--- config.mk ---
export PLATFORM = sky130hd
export DESIGN_NAME = riscv_hazard_ctrl_flat
export DESIGN_NICKNAME = d
export VERILOG_FILES = /design/src/rtl/riscv_hazard_ctrl_if.sv /design/src/rtl/riscv_hazard_ctrl.sv /design/src/flat_wrapper.sv
export SDC_FILE = /design/constraint.sdc
export NUM_CORES = 1
export LEC_CHECK = 0
export BUFFER_PORTS_ARGS = -buffer_cell sky130_fd_sc_hd__buf_2
export CAP_MARGIN = 20
export CELL_PAD_IN_SITES_DETAIL_PLACEMENT = 1
export CELL_PAD_IN_SITES_GLOBAL_PLACEMENT = 2
export CORE_ASPECT_RATIO = 0.6
export CORE_MARGIN = 5
export CORE_UTILIZATION = 32
export CTS_CLUSTER_DIAMETER = 30
export CTS_CLUSTER_SIZE = 10
export DETAILED_ROUTE_END_ITERATION = 10
export GPL_ROUTABILITY_DRIVEN = 1
export PLACE_DENSITY_LB_ADDON = 0.1
export SETUP_SLACK_MARGIN = 0.15
export SYNTH_ARGS = -nofsm -noshare
export SYNTH_HDL_FRONTEND = slang
export SYNTH_SLANG_ARGS = --single-unit
--- constraint.sdc ---
create_clock -name i_clk -period 2.1 [get_ports i_clk]
set_input_delay 0.105 -clock i_clk [delete_from_list [all_inputs] [get_ports i_clk]]
set_output_delay 0.105 -clock i_clk [all_outputs]
set_load 0.02 [all_outputs]
--- src/rtl/riscv_hazard_ctrl_if.sv ---
// Hazard-unit bundle: pipeline-side stage information in, stall/flush/forward controls out.
// The pipeline side uses master, the hazard unit uses slave.
interface riscv_hazard_ctrl_if;
  logic [4:0]  i_rs1_d;
  logic [4:0]  i_rs2_d;
  logic [4:0]  i_rs1_e;
  logic [4:0]  i_rs2_e;
  logic [4:0]  i_rd_e;
  logic        i_load_e;
  logic        i_pc_src_e;
  logic [4:0]  i_rd_m;
  logic        i_reg_write_m;
  logic        i_mem_req_m;
  logic        i_dmem_ready;
  logic [4:0]  i_rd_w;
  logic        i_reg_write_w;
  logic        i_cnt_clr;
  logic        o_stall_f;
  logic        o_stall_d;
  logic        o_stall_e;
  logic        o_stall_m;
  logic        o_flush_d;
  logic        o_flush_e;
  logic        o_flush_w;
  logic [1:0]  o_fwd_a_e;
  logic [1:0]  o_fwd_b_e;
  logic        o_state;
  logic        o_mem_timeout;
  logic [31:0] o_stall_cnt;
  logic [31:0] o_flush_cnt;

  // Handshake: there is no valid/ready pair. The unit is a per-cycle combinational
  // responder: every i_* field is taken as valid each cycle, and every control output
  // applies to the rising edge of that same cycle.
  modport master (
    output i_rs1_d, i_rs2_d, i_rs1_e, i_rs2_e, i_rd_e, i_load_e, i_pc_src_e,
           i_rd_m, i_reg_write_m, i_mem_req_m, i_dmem_ready, i_rd_w, i_reg_write_w, i_cnt_clr,
    input  o_stall_f, o_stall_d, o_stall_e, o_stall_m, o_flush_d, o_flush_e, o_flush_w,
           o_fwd_a_e, o_fwd_b_e, o_state, o_mem_timeout, o_stall_cnt, o_flush_cnt
  );

  modport slave (
    input  i_rs1_d, i_rs2_d, i_rs1_e, i_rs2_e, i_rd_e, i_load_e, i_pc_src_e,
           i_rd_m, i_reg_write_m, i_mem_req_m, i_dmem_ready, i_rd_w, i_reg_write_w, i_cnt_clr,
    output o_stall_f, o_stall_d, o_stall_e, o_stall_m, o_flush_d, o_flush_e, o_flush_w,
           o_fwd_a_e, o_fwd_b_e, o_state, o_mem_timeout, o_stall_cnt, o_flush_cnt
  );
endinterface

--- src/rtl/riscv_hazard_ctrl.sv ---
// Five-stage RISC-V hazard unit: data-memory wait, branch flush, load-use stall,
// operand forwarding, a sticky memory timeout and saturating stall/flush counters.
module riscv_hazard_ctrl #(
  parameter int unsigned MEM_TIMEOUT = 255
) (
  input logic               i_clk,
  input logic               i_rstn,
  riscv_hazard_ctrl_if.slave bus
);
  typedef enum logic {RUN = 1'b0, MEM_WAIT = 1'b1} state_e;

  localparam logic [15:0] TO_LAST = 16'(MEM_TIMEOUT - 1);

  state_e      state_q, state_d;
  logic [15:0] wait_q, wait_d;
  logic        timeout_q, timeout_d;
  logic [31:0] stall_cnt_q, stall_cnt_d;
  logic [31:0] flush_cnt_q, flush_cnt_d;

  logic mem_stall, lu_stall, branch_flush;
  logic stall_f, stall_d, stall_e, stall_m, flush_d, flush_e, flush_w;

  function automatic logic [1:0] fwd_sel(input logic [4:0] rs, input logic [4:0] rd_m,
                                         input logic we_m, input logic [4:0] rd_w,
                                         input logic we_w);
    if (we_m && rd_m != 5'd0 && rd_m == rs)      return 2'b10;
    else if (we_w && rd_w != 5'd0 && rd_w == rs) return 2'b01;
    else                                         return 2'b00;
  endfunction

  assign mem_stall    = bus.i_mem_req_m & ~bus.i_dmem_ready;
  assign lu_stall     = bus.i_load_e & (bus.i_rd_e != 5'd0) &
                        ((bus.i_rd_e == bus.i_rs1_d) | (bus.i_rd_e == bus.i_rs2_d));
  assign branch_flush = ~mem_stall & bus.i_pc_src_e;

  always_ff @(posedge i_clk or negedge i_rstn) begin
    if (!i_rstn) state_q <= RUN;
    else         state_q <= state_d;
  end

  always_comb begin
    state_d = state_q;
    case (state_q)
      RUN:      if (mem_stall)  state_d = MEM_WAIT;
      MEM_WAIT: if (!mem_stall) state_d = RUN;
      default:  state_d = RUN;
    endcase
  end

  // Memory wait wins over everything; a branch redirect wins over a load-use stall
  // because the stalled Decode instruction is on the wrong path anyway.
  always_comb begin
    stall_f = 1'b0;
    stall_d = 1'b0;
    stall_e = 1'b0;
    stall_m = 1'b0;
    flush_d = 1'b0;
    flush_e = 1'b0;
    flush_w = 1'b0;
    if (mem_stall) begin
      stall_f = 1'b1;
      stall_d = 1'b1;
      stall_e = 1'b1;
      stall_m = 1'b1;
      flush_w = 1'b1;
    end else if (bus.i_pc_src_e) begin
      flush_d = 1'b1;
      flush_e = 1'b1;
    end else if (lu_stall) begin
      stall_f = 1'b1;
      stall_d = 1'b1;
      flush_e = 1'b1;
    end
  end

  assign bus.o_stall_f     = stall_f & i_rstn;
  assign bus.o_stall_d     = stall_d & i_rstn;
  assign bus.o_stall_e     = stall_e & i_rstn;
  assign bus.o_stall_m     = stall_m & i_rstn;
  assign bus.o_flush_d     = flush_d & i_rstn;
  assign bus.o_flush_e     = flush_e & i_rstn;
  assign bus.o_flush_w     = flush_w & i_rstn;
  assign bus.o_fwd_a_e     = i_rstn ? fwd_sel(bus.i_rs1_e, bus.i_rd_m, bus.i_reg_write_m,
                                              bus.i_rd_w, bus.i_reg_write_w) : 2'b00;
  assign bus.o_fwd_b_e     = i_rstn ? fwd_sel(bus.i_rs2_e, bus.i_rd_m, bus.i_reg_write_m,
                                              bus.i_rd_w, bus.i_reg_write_w) : 2'b00;
  assign bus.o_state       = state_q;
  assign bus.o_mem_timeout = timeout_q;
  assign bus.o_stall_cnt   = stall_cnt_q;
  assign bus.o_flush_cnt   = flush_cnt_q;

  always_comb begin
    wait_d      = 16'd0;
    timeout_d   = timeout_q;
    stall_cnt_d = stall_cnt_q;
    flush_cnt_d = flush_cnt_q;
    if (mem_stall) begin
      if (wait_q != 16'hFFFF) wait_d = wait_q + 16'd1;
      else                    wait_d = wait_q;
      if (wait_q == TO_LAST) timeout_d = 1'b1;
    end
    if (bus.i_cnt_clr) begin
      stall_cnt_d = 32'd0;
      flush_cnt_d = 32'd0;
    end else begin
      if (stall_f && stall_cnt_q != 32'hFFFF_FFFF)      stall_cnt_d = stall_cnt_q + 32'd1;
      if (branch_flush && flush_cnt_q != 32'hFFFF_FFFF) flush_cnt_d = flush_cnt_q + 32'd1;
    end
  end

  always_ff @(posedge i_clk or negedge i_rstn) begin
    if (!i_rstn) begin
      wait_q      <= 16'd0;
      timeout_q   <= 1'b0;
      stall_cnt_q <= 32'd0;
      flush_cnt_q <= 32'd0;
    end else begin
      wait_q      <= wait_d;
      timeout_q   <= timeout_d;
      stall_cnt_q <= stall_cnt_d;
      flush_cnt_q <= flush_cnt_d;
    end
  end
endmodule

--- src/flat_wrapper.sv ---
// flat-port wrapper written by rule: the top's interface ports become plain ports
module riscv_hazard_ctrl_flat 
#(
  parameter int unsigned MEM_TIMEOUT = 255
)
  (i_clk, i_rstn, bus_i_rs1_d, bus_i_rs2_d, bus_i_rs1_e, bus_i_rs2_e, bus_i_rd_e, bus_i_load_e, bus_i_pc_src_e, bus_i_rd_m, bus_i_reg_write_m, bus_i_mem_req_m, bus_i_dmem_ready, bus_i_rd_w, bus_i_reg_write_w, bus_i_cnt_clr, bus_o_stall_f, bus_o_stall_d, bus_o_stall_e, bus_o_stall_m, bus_o_flush_d, bus_o_flush_e, bus_o_flush_w, bus_o_fwd_a_e, bus_o_fwd_b_e, bus_o_state, bus_o_mem_timeout, bus_o_stall_cnt, bus_o_flush_cnt);
  riscv_hazard_ctrl_if bus_i ();
  input logic i_clk;
  input logic i_rstn;
  input wire logic [$bits(bus_i.i_rs1_d)-1:0] bus_i_rs1_d;
  input wire logic [$bits(bus_i.i_rs2_d)-1:0] bus_i_rs2_d;
  input wire logic [$bits(bus_i.i_rs1_e)-1:0] bus_i_rs1_e;
  input wire logic [$bits(bus_i.i_rs2_e)-1:0] bus_i_rs2_e;
  input wire logic [$bits(bus_i.i_rd_e)-1:0] bus_i_rd_e;
  input wire logic [$bits(bus_i.i_load_e)-1:0] bus_i_load_e;
  input wire logic [$bits(bus_i.i_pc_src_e)-1:0] bus_i_pc_src_e;
  input wire logic [$bits(bus_i.i_rd_m)-1:0] bus_i_rd_m;
  input wire logic [$bits(bus_i.i_reg_write_m)-1:0] bus_i_reg_write_m;
  input wire logic [$bits(bus_i.i_mem_req_m)-1:0] bus_i_mem_req_m;
  input wire logic [$bits(bus_i.i_dmem_ready)-1:0] bus_i_dmem_ready;
  input wire logic [$bits(bus_i.i_rd_w)-1:0] bus_i_rd_w;
  input wire logic [$bits(bus_i.i_reg_write_w)-1:0] bus_i_reg_write_w;
  input wire logic [$bits(bus_i.i_cnt_clr)-1:0] bus_i_cnt_clr;
  output wire logic [$bits(bus_i.o_stall_f)-1:0] bus_o_stall_f;
  output wire logic [$bits(bus_i.o_stall_d)-1:0] bus_o_stall_d;
  output wire logic [$bits(bus_i.o_stall_e)-1:0] bus_o_stall_e;
  output wire logic [$bits(bus_i.o_stall_m)-1:0] bus_o_stall_m;
  output wire logic [$bits(bus_i.o_flush_d)-1:0] bus_o_flush_d;
  output wire logic [$bits(bus_i.o_flush_e)-1:0] bus_o_flush_e;
  output wire logic [$bits(bus_i.o_flush_w)-1:0] bus_o_flush_w;
  output wire logic [$bits(bus_i.o_fwd_a_e)-1:0] bus_o_fwd_a_e;
  output wire logic [$bits(bus_i.o_fwd_b_e)-1:0] bus_o_fwd_b_e;
  output wire logic [$bits(bus_i.o_state)-1:0] bus_o_state;
  output wire logic [$bits(bus_i.o_mem_timeout)-1:0] bus_o_mem_timeout;
  output wire logic [$bits(bus_i.o_stall_cnt)-1:0] bus_o_stall_cnt;
  output wire logic [$bits(bus_i.o_flush_cnt)-1:0] bus_o_flush_cnt;
  assign bus_i.i_rs1_d = bus_i_rs1_d;
  assign bus_i.i_rs2_d = bus_i_rs2_d;
  assign bus_i.i_rs1_e = bus_i_rs1_e;
  assign bus_i.i_rs2_e = bus_i_rs2_e;
  assign bus_i.i_rd_e = bus_i_rd_e;
  assign bus_i.i_load_e = bus_i_load_e;
  assign bus_i.i_pc_src_e = bus_i_pc_src_e;
  assign bus_i.i_rd_m = bus_i_rd_m;
  assign bus_i.i_reg_write_m = bus_i_reg_write_m;
  assign bus_i.i_mem_req_m = bus_i_mem_req_m;
  assign bus_i.i_dmem_ready = bus_i_dmem_ready;
  assign bus_i.i_rd_w = bus_i_rd_w;
  assign bus_i.i_reg_write_w = bus_i_reg_write_w;
  assign bus_i.i_cnt_clr = bus_i_cnt_clr;
  assign bus_o_stall_f = bus_i.o_stall_f;
  assign bus_o_stall_d = bus_i.o_stall_d;
  assign bus_o_stall_e = bus_i.o_stall_e;
  assign bus_o_stall_m = bus_i.o_stall_m;
  assign bus_o_flush_d = bus_i.o_flush_d;
  assign bus_o_flush_e = bus_i.o_flush_e;
  assign bus_o_flush_w = bus_i.o_flush_w;
  assign bus_o_fwd_a_e = bus_i.o_fwd_a_e;
  assign bus_o_fwd_b_e = bus_i.o_fwd_b_e;
  assign bus_o_state = bus_i.o_state;
  assign bus_o_mem_timeout = bus_i.o_mem_timeout;
  assign bus_o_stall_cnt = bus_i.o_stall_cnt;
  assign bus_o_flush_cnt = bus_i.o_flush_cnt;
  riscv_hazard_ctrl #(.MEM_TIMEOUT(MEM_TIMEOUT)) u_core (.i_clk(i_clk), .i_rstn(i_rstn), .bus(bus_i));
endmodule
==> summary.txt <==
Setup path
  • WS Path Type: reg2reg
  • WP data arrival: ~2.3 ns
  • Worst R2R Setup Slack: about 0.072 ns
  • CP Capture Type: register
  • CP max stage cell: or3_4
  • Critical path data required time: 2.36 ns
  • Worst-path maximum fanout: 5
  • Crit-path cells: nand3_2, or3_4, a21oi_4, buf_4, nand2_2, or4_1, a21oi_1
  • Largest stage delay on the critical path: around 0.46 ns
  • Critical path launch point type: register

Global route
  • All-layer global routing usage: ~18%
  • First-pass GRT wire length: 27.0 mm
  • Vias in the first global route: roughly 5200
  • Pin count of the biggest net entering global routing: 85
  • Initial antenna violation count: 0
  • Grt ovf: 0

Layout
  • Share of layout cells above drive strength 1: approximately 43%
  • Most frequent cells in the layout: buf_2, buf_4, nor2_1
  • Most common cell after layout, fill and taps aside: buf_2
  • Total Nets Final: about 790
  • Layout area overhead: 45.9%
  • Fillcell total: 1763
  • Final Cell Area: 0.00713 sq mm
  • Antenna cells: 0

Placed design
  • DPL Wire Length: 11.9 mm
  • Placed Area: 0.00622 sq mm
  • Port Buffer Count: 120
  • RePlAce Congestion: just under 0.9

Power and ir drop
  • Switch Pwr: ~910 uW
  • Reg power frac: 44.9%
  • Sw frac: 25.7%
  • Leakage: 3.29 nW
  • Logic pwr share: 9.4%
  • PwrDens: about 500 mW/mm^2
  • Pint: roughly 2.6 mW
  • VDD IR max: 375 uV
  • PnR Total Power: 3.55 mW
  • Clock share of power: 45.7%

Floorplan
  • # rows: 35
  • Die span in x: ~170 um
  • Die Ht: 106 um
  • Starting Density: between 30% and 40%
  • Core box area: about 0.015 sq mm
  • Top Ports: about 120
  • Total die area: 0.0179 sq mm

STA
  • Clock Skew: 0.0120 ns
  • Setup Viol. Count Final: 0
  • Fin. max-slew vios: 0
  • Period minus WS final: 2.03 ns
  • Fin crit share: 96.6%
  • RSZ-0062 raised after global routing: true
  • Slew headroom: 55.3%
  • Final hold violations: 0
  • Fmax: 0.493 GHz
  • Actual slew at the worst max-slew pin: 0.670 ns
  • Setup_tns: 0 ns

Clock network
  • Clock Sinks: 82
  • Clk_lat worst skew: 0.34 ns
  • Clk pin slew, worst setup/hold paths: ~0.07 ns
  • CTS tree: done
  • Num CTS Buffers: 9
  • CTS Buffer Depth: 2
  • H-tree depth: 3
  • CTS Root Cell: clkbuf_16

Drt
  • Drt pass-1 iters: 4
  • Antenna-violating nets left: 0
  • DRC errors left: 0
  • Wire length per cell: about 18 um
  • Detailed Route WL: 16.8 mm
  • Violation count after the first detailed-route iteration: around 200
  • Via count: slightly below 5000
  • Routed vias/inst: 5.25

Synthesis
  • Mapped Area: 0.00489 sq mm
  • Cells after Synth: 545
  • Yosys reg bits: 82
  • Post-synth EDFFs: 0
  • Post-synthesis sequential area ratio: approximately two fifths
  • Syn Nets: 593
  • Main synth FF type: dfrtp_1
  • Unique cell type count in the Yosys netlist: 45
  • Post-synthesis async set-or-reset flop share: 100%
  • Synth warn: 0
  • Mapped Avg Cell Area: 8.97 sq um

Run
  • MaxCap Viol Count: 0

Status
  • Status: complete, no violations

Hold path
  • Worst min-delay path class: in2reg
==> worst max-delay path: cells and delay by family (launching register included) <==
family,cells,cell delay (ns)
simple gates,4,1.02
flops,1,0.41
compound gates,2,0.37
buf+inv,1,0.15
==> sequential cells by signal, indices dropped and copies added, names as in the netlist <==
| name | count |
|---|---|
| u_core.bus.o_flush_cnt | 32 |
| u_core.bus.o_mem_timeout | 1 |
| u_core.bus.o_stall_cnt | 32 |
| u_core.bus.o_state | 1 |
| u_core.wait_q | 16 |
==> through the flow <==
step                      cells  utilization (%)  setup slack [ns]  hold slack, ns
after global routing        946             47.1          -0.00129           0.321
after detailed placement    903             41.0            -0.142           0.218
final                       946             47.1            0.0723           0.295
after global placement      903             41.0           -0.0294           0.222
after floorplan             545                -             0.143          -0.191
after CTS                   934             45.2            0.0716           0.291
==> power by group through the flow <==
stage	Clock, mW	Combinational, mW	Sequential [mW]
finish	1.62	0.334	1.60
global route	1.73	0.374	1.60
CTS	1.66	0.329	1.60
detailed placement	0	0.321	1.63
global placement	0	0.312	1.63
floorplan	0	0.135	1.64
==> final timing paths <==
path,from,to,cells past startpoint
hold / removal,bus_i_load_e,u_core.bus.o_stall_cnt[1],5
max in group asynchronous,i_rstn,u_core.bus.o_stall_cnt[14],3
setup reg to reg,u_core.bus.o_stall_cnt[19],u_core.bus.o_stall_cnt[26],7
setup / recovery,u_core.bus.o_stall_cnt[19],u_core.bus.o_stall_cnt[26],7
hold reg to reg,u_core.bus.o_mem_timeout,u_core.bus.o_mem_timeout,1
min in group asynchronous,i_rstn,u_core.bus.o_stall_cnt[28],3
==> final cells by class <==
type                    count  area, sq um  share of cell area (%)
clock inverters             7         77.6                    1.09
clock buffers               9          225                    3.16
inverters                   7         26.3                   0.368
repair buffers            211         1400                    19.6
flip-flops and latches     82         2080                    29.2
multi-input cells         427         3070                    43.1
well taps                 203          254                    3.56
==> timing repair <==
action	in CTS	in global routing
gates cloned	1	1
pin swaps	20	15
gates resized for setup	42	43
buffers inserted	13	11
endpoints found under the hold margin	82	0
endpoints found under the setup margin	48	62
hold buffers	1	0
==> synth_stat cells, drive strengths merged (2+ instances only) <==
cell type   n  area share [%]
a211oi      2            0.31
a21oi      30             3.1
a31oi       2            0.26
and2        6            0.77
and3       19             2.4
and4        7             1.3
buf        11             1.3
clkbuf     18             1.4
dfrtp      82              42
ha          4             1.0
inv         7            0.54
mux2       11             2.5
mux2i       2            0.41
nand2      32             2.5
nand2b      4            0.51
nand3      37             3.9
nand4      27             3.5
nor2       69             5.3
nor2b      12             1.5
nor3       10             1.0
nor4       16             2.5
o21ai      12             1.2
o31ai      18             2.8
or3        10             1.3
or4        22             3.4
xnor2       8             1.4
xor2       57              10
==> per-layer routing <==
layer / vias up / wire length, um / track usage, % / part of all wire, %
li1: 2376 / - / - / -
met1: 2465 / 8510 / 27.0 / 51
met2: 116 / 7430 / 28.7 / 44
met3: 8 / 819 / 3.49 / 4.9
met4: 0 / 81 / 2.53 / 0.48
met5: - / 0 / 0 / 0
==> kinds of logic after synthesis <==
family | count (synthesis) | synth area share (%)
buf+inv | 36 | 3.17
fa+ha+maj | 4 | 1.02
mux | 13 | 2.94
compound gates | 70 | 8.76
xor+xnor | 65 | 11.6
simple gates | 275 | 30.5
flops | 82 | 42.0
(Power assumes the default switching activity.)
